==> src/rtl/userio_sampler_pkg.sv <==
`default_nettype none
// ============================================================================
// Module      : userio_sampler_pkg
// Description : Shared FIFO entry layout and count-width helper for the
//               USERIO input sampler.
// Revision    : 1.0 - initial release
// ============================================================================
package userio_sampler_pkg;

    // Entry layout: data in the LSBs, delta-timestamp directly above it.
    localparam int DATA_LSB = 0;

    function automatic int ts_lsb(input int data_width);
        return DATA_LSB + data_width;
    endfunction

    // Count must hold 0..depth inclusive.
    function automatic int count_width(input int depth);
        return $clog2(depth) + 1;
    endfunction

endpackage
`default_nettype wire

==> src/rtl/userio_event_fifo.sv <==
`default_nettype none
// ============================================================================
// Module      : userio_event_fifo
// Description : First-word-fall-through event FIFO with separate count,
//               simultaneous read/write, write-drop and sticky overflow.
// Revision    : 1.0 - initial release
// ============================================================================
module userio_event_fifo
    import userio_sampler_pkg::*;
#(
    parameter int WIDTH = 24,
    parameter int DEPTH = 16
) (
    input  logic                           clk,
    input  logic                           rst_n,
    input  logic                           i_wr,
    input  logic [WIDTH-1:0]               i_wdata,
    input  logic                           i_rd,
    input  logic                           i_clear,
    output logic [WIDTH-1:0]               o_rdata,
    output logic                           o_empty,
    output logic [count_width(DEPTH)-1:0]  o_count,
    output logic                           o_overflow,
    output logic                           o_wr_accepted
);
    localparam int AW = $clog2(DEPTH);
    localparam int CW = count_width(DEPTH);
    localparam logic [CW-1:0] FULL_COUNT = CW'(DEPTH);

    logic [WIDTH-1:0] mem_q [DEPTH];
    logic [WIDTH-1:0] mem_d [DEPTH];
    logic [AW-1:0]    wr_ptr_q, wr_ptr_d;
    logic [AW-1:0]    rd_ptr_q, rd_ptr_d;
    logic [CW-1:0]    count_q, count_d;
    logic             overflow_q, overflow_d;
    logic             rd_ok, wr_ok;

    always_comb begin
        rd_ok      = i_rd && (count_q != '0) && !i_clear;
        // A pop in the same cycle frees the slot the write lands in.
        wr_ok      = i_wr && ((count_q != FULL_COUNT) || rd_ok) && !i_clear;
        mem_d      = mem_q;
        wr_ptr_d   = wr_ptr_q;
        rd_ptr_d   = rd_ptr_q;
        count_d    = count_q;
        overflow_d = overflow_q;
        if (i_clear) begin
            wr_ptr_d   = '0;
            rd_ptr_d   = '0;
            count_d    = '0;
            overflow_d = 1'b0;
        end else begin
            if (wr_ok) begin
                mem_d[wr_ptr_q] = i_wdata;
                wr_ptr_d        = wr_ptr_q + 1'b1;
            end
            if (rd_ok) begin
                rd_ptr_d = rd_ptr_q + 1'b1;
            end
            case ({wr_ok, rd_ok})
                2'b10:   count_d = count_q + 1'b1;
                2'b01:   count_d = count_q - 1'b1;
                default: count_d = count_q;
            endcase
            if (i_wr && !wr_ok) begin
                overflow_d = 1'b1;
            end
        end
    end

    always_ff @(posedge clk) begin
        if (!rst_n) begin
            wr_ptr_q   <= '0;
            rd_ptr_q   <= '0;
            count_q    <= '0;
            overflow_q <= 1'b0;
        end else begin
            wr_ptr_q   <= wr_ptr_d;
            rd_ptr_q   <= rd_ptr_d;
            count_q    <= count_d;
            overflow_q <= overflow_d;
        end
    end

    always_ff @(posedge clk) begin
        mem_q <= mem_d;
    end

    assign o_empty       = (count_q == '0);
    assign o_rdata       = o_empty ? '0 : mem_q[rd_ptr_q];
    assign o_count       = count_q;
    assign o_overflow    = overflow_q;
    assign o_wr_accepted = wr_ok;

endmodule
`default_nettype wire

==> src/rtl/userio_sampler.sv <==
`default_nettype none
// ============================================================================
// Module      : userio_sampler
// Description : Synchronizes asynchronous USERIO pins and logs every unmasked
//               level change as a {delta-timestamp, level} FIFO event.
//               Optional glitch filter: define USERIO_SAMPLER_GLITCH_FILTER_EN.
// Revision    : 1.0 - initial release
// ============================================================================
module userio_sampler
    import userio_sampler_pkg::*;
#(
    parameter int pWIDTH    = 8,
    parameter int pTS_WIDTH = 16,
    parameter int pDEPTH    = 16,
    parameter int pFILTER   = 3
) (
    input  logic                            usb_clk,
    input  logic                            reset_n,
    input  logic [pWIDTH-1:0]               userio_d_i,
    input  logic [pWIDTH-1:0]               I_userio_pwdriven,
    input  logic                            I_capture_en,
    input  logic                            I_clear,
    input  logic                            I_fifo_rd,
    output logic [pWIDTH-1:0]               O_userio_level,
    output logic [pTS_WIDTH+pWIDTH-1:0]     O_fifo_data,
    output logic                            O_fifo_empty,
    output logic [count_width(pDEPTH)-1:0]  O_fifo_count,
    output logic                            O_overflow
);
    localparam int ENTRY_W = pTS_WIDTH + pWIDTH;
    localparam logic [pTS_WIDTH-1:0] TS_MAX = '1;

    logic [pWIDTH-1:0]    sync1_q, sync1_d;
    logic [pWIDTH-1:0]    sync2_q, sync2_d;
    logic [pWIDTH-1:0]    prev_q, prev_d;
    logic [pWIDTH-1:0]    level;
    logic [pWIDTH-1:0]    chg;
    logic [pTS_WIDTH-1:0] ts_q, ts_d;
    logic [ENTRY_W-1:0]   entry;
    logic                 event_req;
    logic                 wr_accepted;

    always_comb begin
        sync1_d = userio_d_i;
        sync2_d = sync1_q;
        prev_d  = level;
    end

    always_ff @(posedge usb_clk) begin
        if (!reset_n) begin
            sync1_q <= '0;
            sync2_q <= '0;
            prev_q  <= '0;
            ts_q    <= '0;
        end else begin
            sync1_q <= sync1_d;
            sync2_q <= sync2_d;
            prev_q  <= prev_d;
            ts_q    <= ts_d;
        end
    end

`ifdef USERIO_SAMPLER_GLITCH_FILTER_EN
    localparam int FCNT_W = $clog2(pFILTER) + 1;
    localparam logic [FCNT_W-1:0] FCNT_LAST = FCNT_W'(pFILTER - 1);

    logic [pWIDTH-1:0] filt_q, filt_d;
    logic [FCNT_W-1:0] fcnt_q [pWIDTH];
    logic [FCNT_W-1:0] fcnt_d [pWIDTH];

    // Accept a new value only after it has disagreed for pFILTER cycles running.
    always_comb begin
        filt_d = filt_q;
        for (int i = 0; i < pWIDTH; i++) begin
            fcnt_d[i] = '0;
            if (sync2_q[i] != filt_q[i]) begin
                if (fcnt_q[i] == FCNT_LAST) begin
                    filt_d[i] = sync2_q[i];
                end else begin
                    fcnt_d[i] = fcnt_q[i] + 1'b1;
                end
            end
        end
    end

    always_ff @(posedge usb_clk) begin
        if (!reset_n) begin
            filt_q <= '0;
            for (int i = 0; i < pWIDTH; i++) begin
                fcnt_q[i] <= '0;
            end
        end else begin
            filt_q <= filt_d;
            fcnt_q <= fcnt_d;
        end
    end

    assign level = filt_q;
`else
    assign level = sync2_q;
`endif

    always_comb begin
        chg       = (level ^ prev_q) & ~I_userio_pwdriven;
        event_req = I_capture_en && (chg != '0) && !I_clear;

        entry = '0;
        entry[ts_lsb(pWIDTH) +: pTS_WIDTH] = ts_q;
        entry[DATA_LSB +: pWIDTH]          = level;

        // Delta restarts at 1 only when an entry actually lands in the FIFO.
        ts_d = ts_q;
        if (I_clear || !I_capture_en) begin
            ts_d = '0;
        end else if (wr_accepted) begin
            ts_d    = '0;
            ts_d[0] = 1'b1;
        end else if (ts_q != TS_MAX) begin
            ts_d = ts_q + 1'b1;
        end
    end

    userio_event_fifo #(
        .WIDTH (ENTRY_W),
        .DEPTH (pDEPTH)
    ) u_fifo (
        .clk           (usb_clk),
        .rst_n         (reset_n),
        .i_wr          (event_req),
        .i_wdata       (entry),
        .i_rd          (I_fifo_rd),
        .i_clear       (I_clear),
        .o_rdata       (O_fifo_data),
        .o_empty       (O_fifo_empty),
        .o_count       (O_fifo_count),
        .o_overflow    (O_overflow),
        .o_wr_accepted (wr_accepted)
    );

    assign O_userio_level = level;

endmodule
`default_nettype wire
==> config.mk <==
export PLATFORM = sky130hd
export DESIGN_NAME = userio_sampler
export DESIGN_NICKNAME = d
export VERILOG_FILES = /design/src/rtl/userio_sampler_pkg.sv /design/src/rtl/userio_event_fifo.sv /design/src/rtl/userio_sampler.sv
export SDC_FILE = /design/constraint.sdc
export NUM_CORES = 1
export LEC_CHECK = 0
export CORE_ASPECT_RATIO = 0.75
export CORE_MARGIN = 5
export CORE_UTILIZATION = 37
export CTS_CLUSTER_SIZE = 40
export DETAILED_ROUTE_END_ITERATION = 10
export MAX_ROUTING_LAYER = met4
export PLACE_DENSITY = 0.54
export SKIP_CTS_REPAIR_TIMING = 1
export SLEW_MARGIN = 20
export SYNTH_ARGS = -nofsm -noshare
export SYNTH_HDL_FRONTEND = slang
export SYNTH_HIERARCHICAL = 1
export SYNTH_SLANG_ARGS = --single-unit
==> constraint.sdc <==
create_clock -name usb_clk -period 5.4 [get_ports usb_clk]
set_clock_uncertainty 0.2 [all_clocks]
set_input_delay 1.62 -clock usb_clk [delete_from_list [all_inputs] [get_ports usb_clk]]
set_output_delay 1.62 -clock usb_clk [all_outputs]
set_load 0.02 [all_outputs]
# Yosys cells after proc, flatten, opt, wreduce, memory -nomap -nowiden

Index checks and enable logic that the tools add are counted.

Register bits after elaboration: 438
Output and inout port bits: 39
Word-level logic and storage cells: 76

Add/subtract/negate cells: 5
Order comparisons: 3
Equality and inequality tests: 4
Multiplexer cells: 10
Bitwise gates (word level): 7
Reductions and logical operators: 22

Operators with widths:

| operator              | count |
|---|---|
| $bwmux 384            | 1 |
| $bmux 24 s4           | 1 |
| $demux 24 s4          | 1 |
| $mux 24               | 4 |
| $add 16x1->16 const B | 1 |
| $ne 16x16->1 const B  | 1 |
| $ge 5x5->1 const B    | 2 |
| $not 4->5             | 2 |
| $pmux 5 s2            | 1 |
| $add 4x1->4 const B   | 2 |
| $and 8x8->8           | 1 |
| $logic_and 1x1->1     | 8 |
| $not 8->8             | 1 |
| $reduce_bool 8->1     | 1 |
| $xor 8x8->8           | 1 |
| $add 5x1->5 const B   | 1 |
| $logic_not 5->1       | 1 |
| $lt 5x1->1 const B    | 1 |
| $ne 5x5->1 const B    | 1 |
| $reduce_bool 5->1     | 1 |
| $sub 5x1->5 const B   | 1 |
| $reduce_bool 2->1     | 2 |
| $reduce_or 2->1       | 2 |
| $logic_not 1->1       | 3 |
| other kinds (7)       | 10 |

# Longest topological paths before layout

Gate-level depths: netlist (run 1).

Word-level depth: 9
Mapped depth: 12

# Modules after synthesis

The synthesis (run 1) kept the hierarchy.

By module, submodules not included:

| module            | times used | cells an instance | area an instance (sq um) | sequential area each (sq um) |
|---|---|---|---|---|
| userio_event_fifo | 1          | 738               | 15,650.0                 | 11,811.3 |
| userio_sampler    | 1          | 158               | 1,591.5                  | 800.8 |

# Worst setup path after synthesis (run 1)

Ideal clock, no wire load.

Path kind: input port to flip-flop
Start point: input I_userio_pwdriven[7]
End point: register u_fifo/mem_q[312] (netlist name) (enable)
Setup time: 435 ps
Arrival time: 4,260 ps
Setup slack: 505 ps
Cell stages on the path: 8
Path through: o22ai_1 > or4_1 > and3_1 > nand2b_1 > a31o_2 > inv_1 > nand2_1 > nor3_1

Cells in the longest elaborated chain, start to end: 8

RTL lines:

| what                              | line                    | RTL |
|---|---|---|
| from (decl)                       | userio_sampler.sv:20    | `input logic [pWIDTH-1:0] I_userio_pwdriven,` |
| $not 8->8                         | userio_sampler.sv:104   | `chg = (level ^ prev_q) & ~I_userio_pwdriven;` |
| $and 8x8->8                       | userio_sampler.sv:104   |  |
| $reduce_bool 8->1                 | userio_sampler.sv:105   | `event_req = I_capture_en && (chg != '0) && !I_clear;` |
| $logic_and 1x1->1 (2 in a row)    | userio_sampler.sv:105   |  |
| net event_req                     | userio_sampler.sv:40    | `logic event_req;` |
| $logic_and 1x1->1 (2 in a row)    | userio_event_fifo.sv:41 | `wr_ok = i_wr && ((count_q != FULL_COUNT) \|\| rd_ok) && !i_clear;` |
| net wr_accepted                   | userio_sampler.sv:41    | `logic wr_accepted;` |
| $reduce_and 2->1 (no source line) | --                      |  |
| to (signal assigned)              | userio_event_fifo.sv:86 | `mem_q <= mem_d;` |
| to (decl)                         | userio_event_fifo.sv:30 | `logic [WIDTH-1:0] mem_q [DEPTH];` |

The timed path passes the listed nets, and every way through them passes these cells.
A chain may end at the register's enable or synchronous reset.

# Worst setup path after layout (run 1)

Start point: register u_fifo.count_q[0], in the netlist u_fifo/o_count[0]
End point: output O_fifo_data[5]

Cells in the longest elaborated chain, start to end: 2

RTL lines:

| what                   | line                    | RTL |
|---|---|---|
| from (decl)            | userio_event_fifo.sv:34 | `logic [CW-1:0] count_q, count_d;` |
| from (signal assigned) | userio_event_fifo.sv:80 | `count_q <= count_d;` |
| $logic_not 5->1        | userio_event_fifo.sv:89 | `assign o_empty = (count_q == '0);` |
| $mux 24                | userio_event_fifo.sv:90 | `assign o_rdata = o_empty ? '0 : mem_q[rd_ptr_q];` |
| to (decl)              | userio_sampler.sv:25    | `output logic [pTS_WIDTH+pWIDTH-1:0] O_fifo_data,` |

No other way between the ends.

==> metrics.md, run 1 <==
| Metric | Value |
|---|---|
| Status | `finished clean` |
| Maximum vdd drop | `about 0.00022 V` |
| Hold wc startpoint | `sync1_q[3]` |
| MaxCap Viol Count | `0` |
| Commonest cells after routing, fill and taps aside | `edfxtp_1, mux4_2, o211ai_1` |
| Die height | `about 200 µm` |
| DRC violations left | `0` |
| Most common cell after layout, fill and taps aside | `edfxtp_1` |
| Final hold violations | `0` |
| Worst path bufs/invs | `2` |
| Largest net degree at the start of global routing | `56` |
| Worst Hold Class | `reg -> reg` |
| Clock Tree Buf Depth | `3` |
| Multi-input gate area | `roughly 4400 µm²` |
| Largest family of logic cells by synthesized area | `multiplexers` |
| Yosys reg bits | `between 400 and 500` |
| Vias in the first global route | `roughly 9,000` |
| First-pass GRT wire length | `around 60,000 µm` |
| Fin. max-slew vios | `0` |
| Total Routed Length | `roughly 40,000 µm` |
| Syn Std Cell Area | `17,200 µm²` |
| Slew HR | `0.277` |
| Clk_lat worst skew | `between 0.5 and 0.6 ns` |
| Max incr delay on CP | `around 0.73 ns` |
| Starting Density | `0.375` |
| Final ANT Viol Nets | `0` |
| Final HPWL DP | `approximately 24,000 µm` |
| Grt total ovfl | `0` |
| Period Utilization, post-route | `0.977` |
| Static leakage | `between 6 and 7 nW` |
| Register Area | `12,600 µm²` |
| WP data required | `~3.6 ns` |
| Max H-tree Level | `2` |
| Area share of and/or/nand/nor cells after synthesis | `0.0425` |
| GP Congestion | `0.764` |
| Final setup fails | `0` |
| Port buffer count | `59` |
| Post-layout util | `0.438` |
| Clock Tree Root | `clkbuf_16` |
| Post-synthesis adder-cell area fraction | `0.00842` |
| Layout net count | `slightly above 1,000` |
| DR iter-0 viols | `between 600 and 700` |
| DR vias | `about 9,000` |
| Area grow syn2layout | `17.0%` |
| Reg2reg start | `O_userio_level[6]` |
| Worst setup EP type | `output pin` |
| Post-synthesis mux area share | `0.141` |
| Total track usage | `0.163` |
| Non-filler cells, final | `approximately 1,600` |
| Die W | `~260 µm` |
| Crit path launch type | `flip-flop` |
| Worst-Margin Slew | `between 1 and 1.5 ns` |
| Worst EP arrival | `roughly 3.5 ns` |
| Hold_ws | `0.227 ns` |
| Critical path type | `reg -> out` |
| CTS tree | `built` |
| Post-synth cell types | `56` |
| Fin crit period | `~5.3 ns` |
| Setup TNS | `0 ns` |
| Worst path cell trace | `or4_2 > nor2_4 > or2_1 > buf_4 > o211ai_1 > clkdlybuf4s50_1` |
| Crit path max fanout | `12` |
| Die area | `51,100 µm²` |
| Slowest-stage cell, CP | `or4_2` |
| Post-synthesis sequential area ratio | `0.731` |
| Crit. Startpoint | `u_fifo/o_count[0]` |
| Synth Area in Compound Gates | `0.0489` |
| Clk sinks | `approximately 440` |
| RSZ-0062 raised after global routing | `no` |
| Yosys warning total | `6` |
| Post-synthesis xor/xnor area fraction | `0.00813` |
| Avg Inst Size Synth | `19.2 µm²` |
| Share of cells above drive strength 1 | `0.223` |
| Num CTS Buffers | `43` |
| Routed wire per std cell | `~24 µm` |
| Antenna Cells | `0` |
| Max Freq | `190 MHz` |
| Placed cell count | `roughly 1,600` |
| I/O Pins | `60` |
| Syn Nets | `between 900 and 1,000` |
| Row Count | `~70` |
| Pwr dens | `~330 nW/µm²` |
| Drt pass-1 iters | `5` |
| Filler cells | `just under 4,000` |
| Synth Instances | `~900` |
| Delay-heaviest family, CP | `simple AND/OR/NAND/NOR gates` |
| Core area | `around 46,000 µm²` |
| Vias per cell | `5.34` |
| Reg clk slew, reported paths | `roughly 0.06 ns` |
| Initial antenna violation count | `0` |
[metrics by stage]
stage	setup WS [ns]	total power, mW	area [µm²]
global placement	0.419	3.84	18900
detailed placement	0.626	3.84	18900
floorplan	0.505	3.78	17200
global route	0.00259	6.83	20200
finish	0.124	6.59	20200
CTS	0.0434	6.68	20200
[registers in the layout, summed over array words and instances, names as in the netlist]
name / cells
O_userio_level: 8
u_fifo/rd_ptr_q: 4
ts_q: 16
u_fifo/wr_ptr_q: 4
prev_q: 8
u_fifo/mem_q: 384
u_fifo/o_count: 5
sync1_q: 8
u_fifo/o_overflow: 1
[Yosys cell counts (all sizes together)]
master	number	share of area
a211oi	3	0.0013
a21o	1	0.00044
a21oi	12	0.0035
a311o	1	0.00058
a31o	1	0.00051
a31oi	4	0.0015
and2	25	0.0091
and3	4	0.0015
and4	5	0.0027
and4b	1	0.00058
and4bb	1	0.00073
buf	33	0.012
clkbuf	24	0.0053
dfxtp	54	0.063
edfxtp	384	0.67
fa	1	0.0012
ha	10	0.0073
inv	10	0.0022
mux2i	27	0.016
mux4	96	0.13
nand2	12	0.0026
nand2b	7	0.0025
nand3	12	0.0038
nand4	7	0.0029
nand4b	1	0.00051
nor2	25	0.0059
nor2b	3	0.0011
nor3	8	0.0023
nor4	3	0.0023
o2111a	1	0.00065
o211ai	75	0.033
o21ai	7	0.0022
o22ai	4	0.0015
o311ai	2	0.0010
o31a	1	0.00051
o31ai	3	0.0016
o41ai	2	0.0010
or2	2	0.00073
or3	3	0.0011
or4	5	0.0022
xnor2	12	0.0061
xor2	4	0.0020
[report_power, final]
group	internal [mW]	switching (mW)
sequential	3.65	0.0103
combinational	0.0433	0.0576
clock	1.61	1.21
[kinds of logic after synthesis]
| family | after synthesis |
|---|---|
| buffers and inverters | 67 |
| adders and majority gates | 11 |
| and+or+nand+nor | 124 |
| DFF | 438 |
| xor gates and xnor gates | 16 |
| muxes | 123 |
| AOI/OAI and AO/OA | 117 |
[worst paths after layout]
kind                                     endpoint  slack (ns)  depth (start not counted)
worst max-delay path               O_fifo_data[5]        0.12                          6
worst min register to register  O_userio_level[3]        0.23                          1
worst max register to register  u_fifo/o_count[4]        1.80                         12
worst min-delay path            O_userio_level[3]        0.23                          1
[cell type report]
| type | count | area share |
|---|---|---|
| Sequential cell | 438 | 0.626 |
| Multi-Input combinational cell | 391 | 0.219 |
| Clock buffer | 60 | 0.0602 |
| Timing Repair Buffer | 102 | 0.0496 |
| Tap cell | 630 | 0.0391 |
| Clock inverter | 17 | 0.00521 |
| Inverter | 10 | 0.00186 |
[per-layer routing]
| metal | share of wire | global-route usage | wire, µm |
|---|---|---|---|
| met1 | 0.48 | 0.244 | 19300 |
| met2 | 0.44 | 0.234 | 17700 |
| met3 | 0.059 | 0.0330 | 2360 |
| met4 | 0.016 | 0.0323 | 639 |
| met5 | 0 | - | 0 |
Note: power is estimated with default switching activity, not from simulation.
==> run 2, diff against run 1 <==
Clock period 5.4 ns to 5.2 ns, I/O delays scaled along.
==> metrics.md, run 2 (synthesis results as in run 1) <==
| Metric | Value |
|---|---|
| Filler cells | `3,987 (+0.43%)` |
| Most flops, register | `u_fifo/mem_q` |
| Total Routed Length | `41,600 µm (+4.1%)` |
| Die W | `259 µm (unchanged)` |
| Max H-tree Level | `2 (unchanged)` |
| Slowest-stage cell, CP | `or4_2` |
| Area grow syn2layout | `17.2%` |
| Max incr delay on CP | `0.77 ns (+0.04 ns)` |
| Die area | `51,100 µm² (unchanged)` |
| Clk sinks | `438 (unchanged)` |
| Initial antenna violation count | `0 (unchanged)` |
| Static leakage | `6.45 nW (+0.63%)` |
| Setup TNS | `0 ns (unchanged)` |
| Sw Ratio | `0.197 (+0.00265)` |
| Clock power frac | `0.429 (about the same)` |
| DR vias | `8,834 (+0.37%)` |
| Final setup fails | `0 (unchanged)` |
| Largest regs | `u_fifo/mem_q x384, ts_q x16` |
| RSZ-0062 raised after global routing | `no` |
| Worst-Margin Slew | `1.08 ns (-0.000921 ns)` |
| Clock Tree Root | `clkbuf_16` |
| Maximum vdd drop | `0.000255 V (+14%)` |
| Worst EP arrival | `3.28 ns (-0.18 ns)` |
| Max reg flops | `384 (unchanged)` |
| Antenna Cells | `0 (unchanged)` |
| Fin. max-slew vios | `0 (unchanged)` |
| Total track usage | `0.167 (+0.00381)` |
| Drt pass-1 iters | `5 (unchanged)` |
| Die height | `197 µm (unchanged)` |
| Hold Crit Depth | `1 (unchanged)` |
| MaxCap Viol Count | `0 (unchanged)` |
| Crit path launch type | `flip-flop` |
| Period Utilization, post-route | `0.969` |
| Vias in the first global route | `8,928 (-1.4%)` |
| Largest net degree at the start of global routing | `56 (unchanged)` |
| Fin crit period | `around 5.0 ns` |
| Worst Hold Class | `reg -> reg` |
| Final ANT Viol Nets | `0 (unchanged)` |
| Sequential power share | `0.555 (about the same)` |
| Delay-heaviest family, CP | `simple AND/OR/NAND/NOR gates` |
| Final hold violations | `0 (unchanged)` |
| Clock Tree Buf Depth | `3 (unchanged)` |
| Multi-input gate area | `4400 µm² (-0.14%)` |
| Vias per cell | `5.32 (-0.29%)` |
| Worst path bufs/invs | `2 (unchanged)` |
| Max Freq | `approximately 200 MHz` |
| Starting Density | `0.375 (unchanged)` |
| Reg clk slew, reported paths | `0.06 ns (about the same)` |
| Most common cell after layout, fill and taps aside | `edfxtp_1` |
| Power consumption | `6.85 mW (+3.9%)` |
| Critical path type | `reg -> out` |
| Clk_lat worst skew | `0.54 ns (about the same)` |
| Num CTS Buffers | `43 (unchanged)` |
| Row Count | `68 (unchanged)` |
| Switching power | `1.35 mW (+5.4%)` |
| Core area | `46,000 µm² (unchanged)` |
| DR iter-0 viols | `715 (+13%)` |
| Routed wire per std cell | `25.1 µm (+3.4%)` |
| Share of cells above drive strength 1 | `0.228 (+0.00539)` |
| Slew HR | `0.278 (+0.000615)` |
| First-pass GRT wire length | `61,500 µm (+1.7%)` |
| Worst path cell trace | `or4_2 > nor2_4 > or2_1 > buf_4 > o211ai_1 > clkdlybuf4s50_1` |
| CTS tree | `built` |
| Port buffer count | `59 (unchanged)` |
| DRC violations left | `0 (unchanged)` |
| Worst setup EP type | `output pin` |
| Logic depth of the worst register-to-register path | `12 (unchanged)` |
| Final HPWL DP | `25,400 µm (+6.0%)` |
| WP data required | `3.44 ns (-0.14 ns)` |
| Grt total ovfl | `0 (unchanged)` |
| GP Congestion | `0.788 (+3.2%)` |
| Internal | `5.50 mW (+3.6%)` |
| Layout net count | `1,028 (+0.98%)` |
| Combinational power share | `0.016 (about the same)` |
| Pwr dens | `339 nW/µm² (+3.7%)` |
| WP depth | `6 (unchanged)` |
| Status | `finished clean` |
| Crit path max fanout | `12 (unchanged)` |
| Register Area | `12,600 µm² (unchanged)` |
| Commonest cells after routing, fill and taps aside | `edfxtp_1, mux4_2, o211ai_1` |
| I/O Pins | `60 (unchanged)` |
run 2: changes by cell type in the layout (fill, tap and decap cells not counted):
cell,delta
buf_12,-2
buf_4,+12
bufinv_16,+1
clkbuf_1,+2
clkbuf_16,-2
clkbuf_8,-1
clkinv_1,+1
clkinv_2,-2
clkinv_8,+1
clkinvlp_2,-1
clkinvlp_4,+2
nor3_2,+1
nor3_4,-1
run 2: final cells by class:
class | instances | share of cell area
clock buffers | 59 | 0.0573
clock inverters | 19 | 0.00768
inverters | 10 | 0.00186
multi-input cells | 391 | 0.218
flip-flops and latches | 438 | 0.624
well taps | 630 | 0.0390
repair buffers | 112 | 0.0520
run 2: layer usage:
metal / vias up / track usage / routed length [µm]
li1: 3900 / - / -
met1: 4661 / 0.253 / 20500
met2: 221 / 0.243 / 18600
met3: 52 / 0.0264 / 1970
met4: 0 / 0.0280 / 570
met5: - / - / 0
run 2: final timing paths:
| kind | startpoint | slack, ns | to |
|---|---|---|---|
| max | u_fifo/o_count[0] | 0.16 | O_fifo_data[0] |
| min | sync1_q[2] | 0.23 | O_userio_level[2] |
| max reg2reg | O_userio_level[6] | 1.64 | u_fifo/o_count[4] |
| min reg2reg | sync1_q[2] | 0.23 | O_userio_level[2] |
run 2: power by group through the flow:
stage | clock [mW] | combinational, mW | sequential (mW)
final | 2.94 | 0.112 | 3.80
after floorplan | 0 | 0.0444 | 3.89
after detailed placement | 0 | 0.114 | 3.88
after global routing | 3.16 | 0.121 | 3.80
after global placement | 0 | 0.113 | 3.88
after CTS | 3.01 | 0.114 | 3.80
run 2: stage by stage:
stage | hold slack, ns | utilization | worst slack [ns] | instance area [µm²] | cells
finish | 0.232 | 0.439 | 0.159 | 20200 | 1659
global route | 0.254 | 0.439 | 0.109 | 20200 | 1659
detailed placement | 0.218 | 0.411 | 0.488 | 18900 | 1581
global placement | 0.215 | 0.411 | 0.538 | 18900 | 1581
floorplan | 0.212 | - | 0.365 | 17200 | 896
CTS | 0.234 | 0.439 | 0.160 | 20200 | 1659
run 2: worst reg2reg max path: cells and delay by family, from the launching register on:
| family | cells | cell delay, ns |
|---|---|---|
| AO/OA/AOI/OAI | 5 | 0.61 |
| XOR/XNOR | 1 | 0.19 |
| flip-flops | 1 | 0.75 |
| AND/OR/NAND/NOR | 4 | 1.10 |
| adder cells (fa/ha/maj) | 2 | 0.62 |
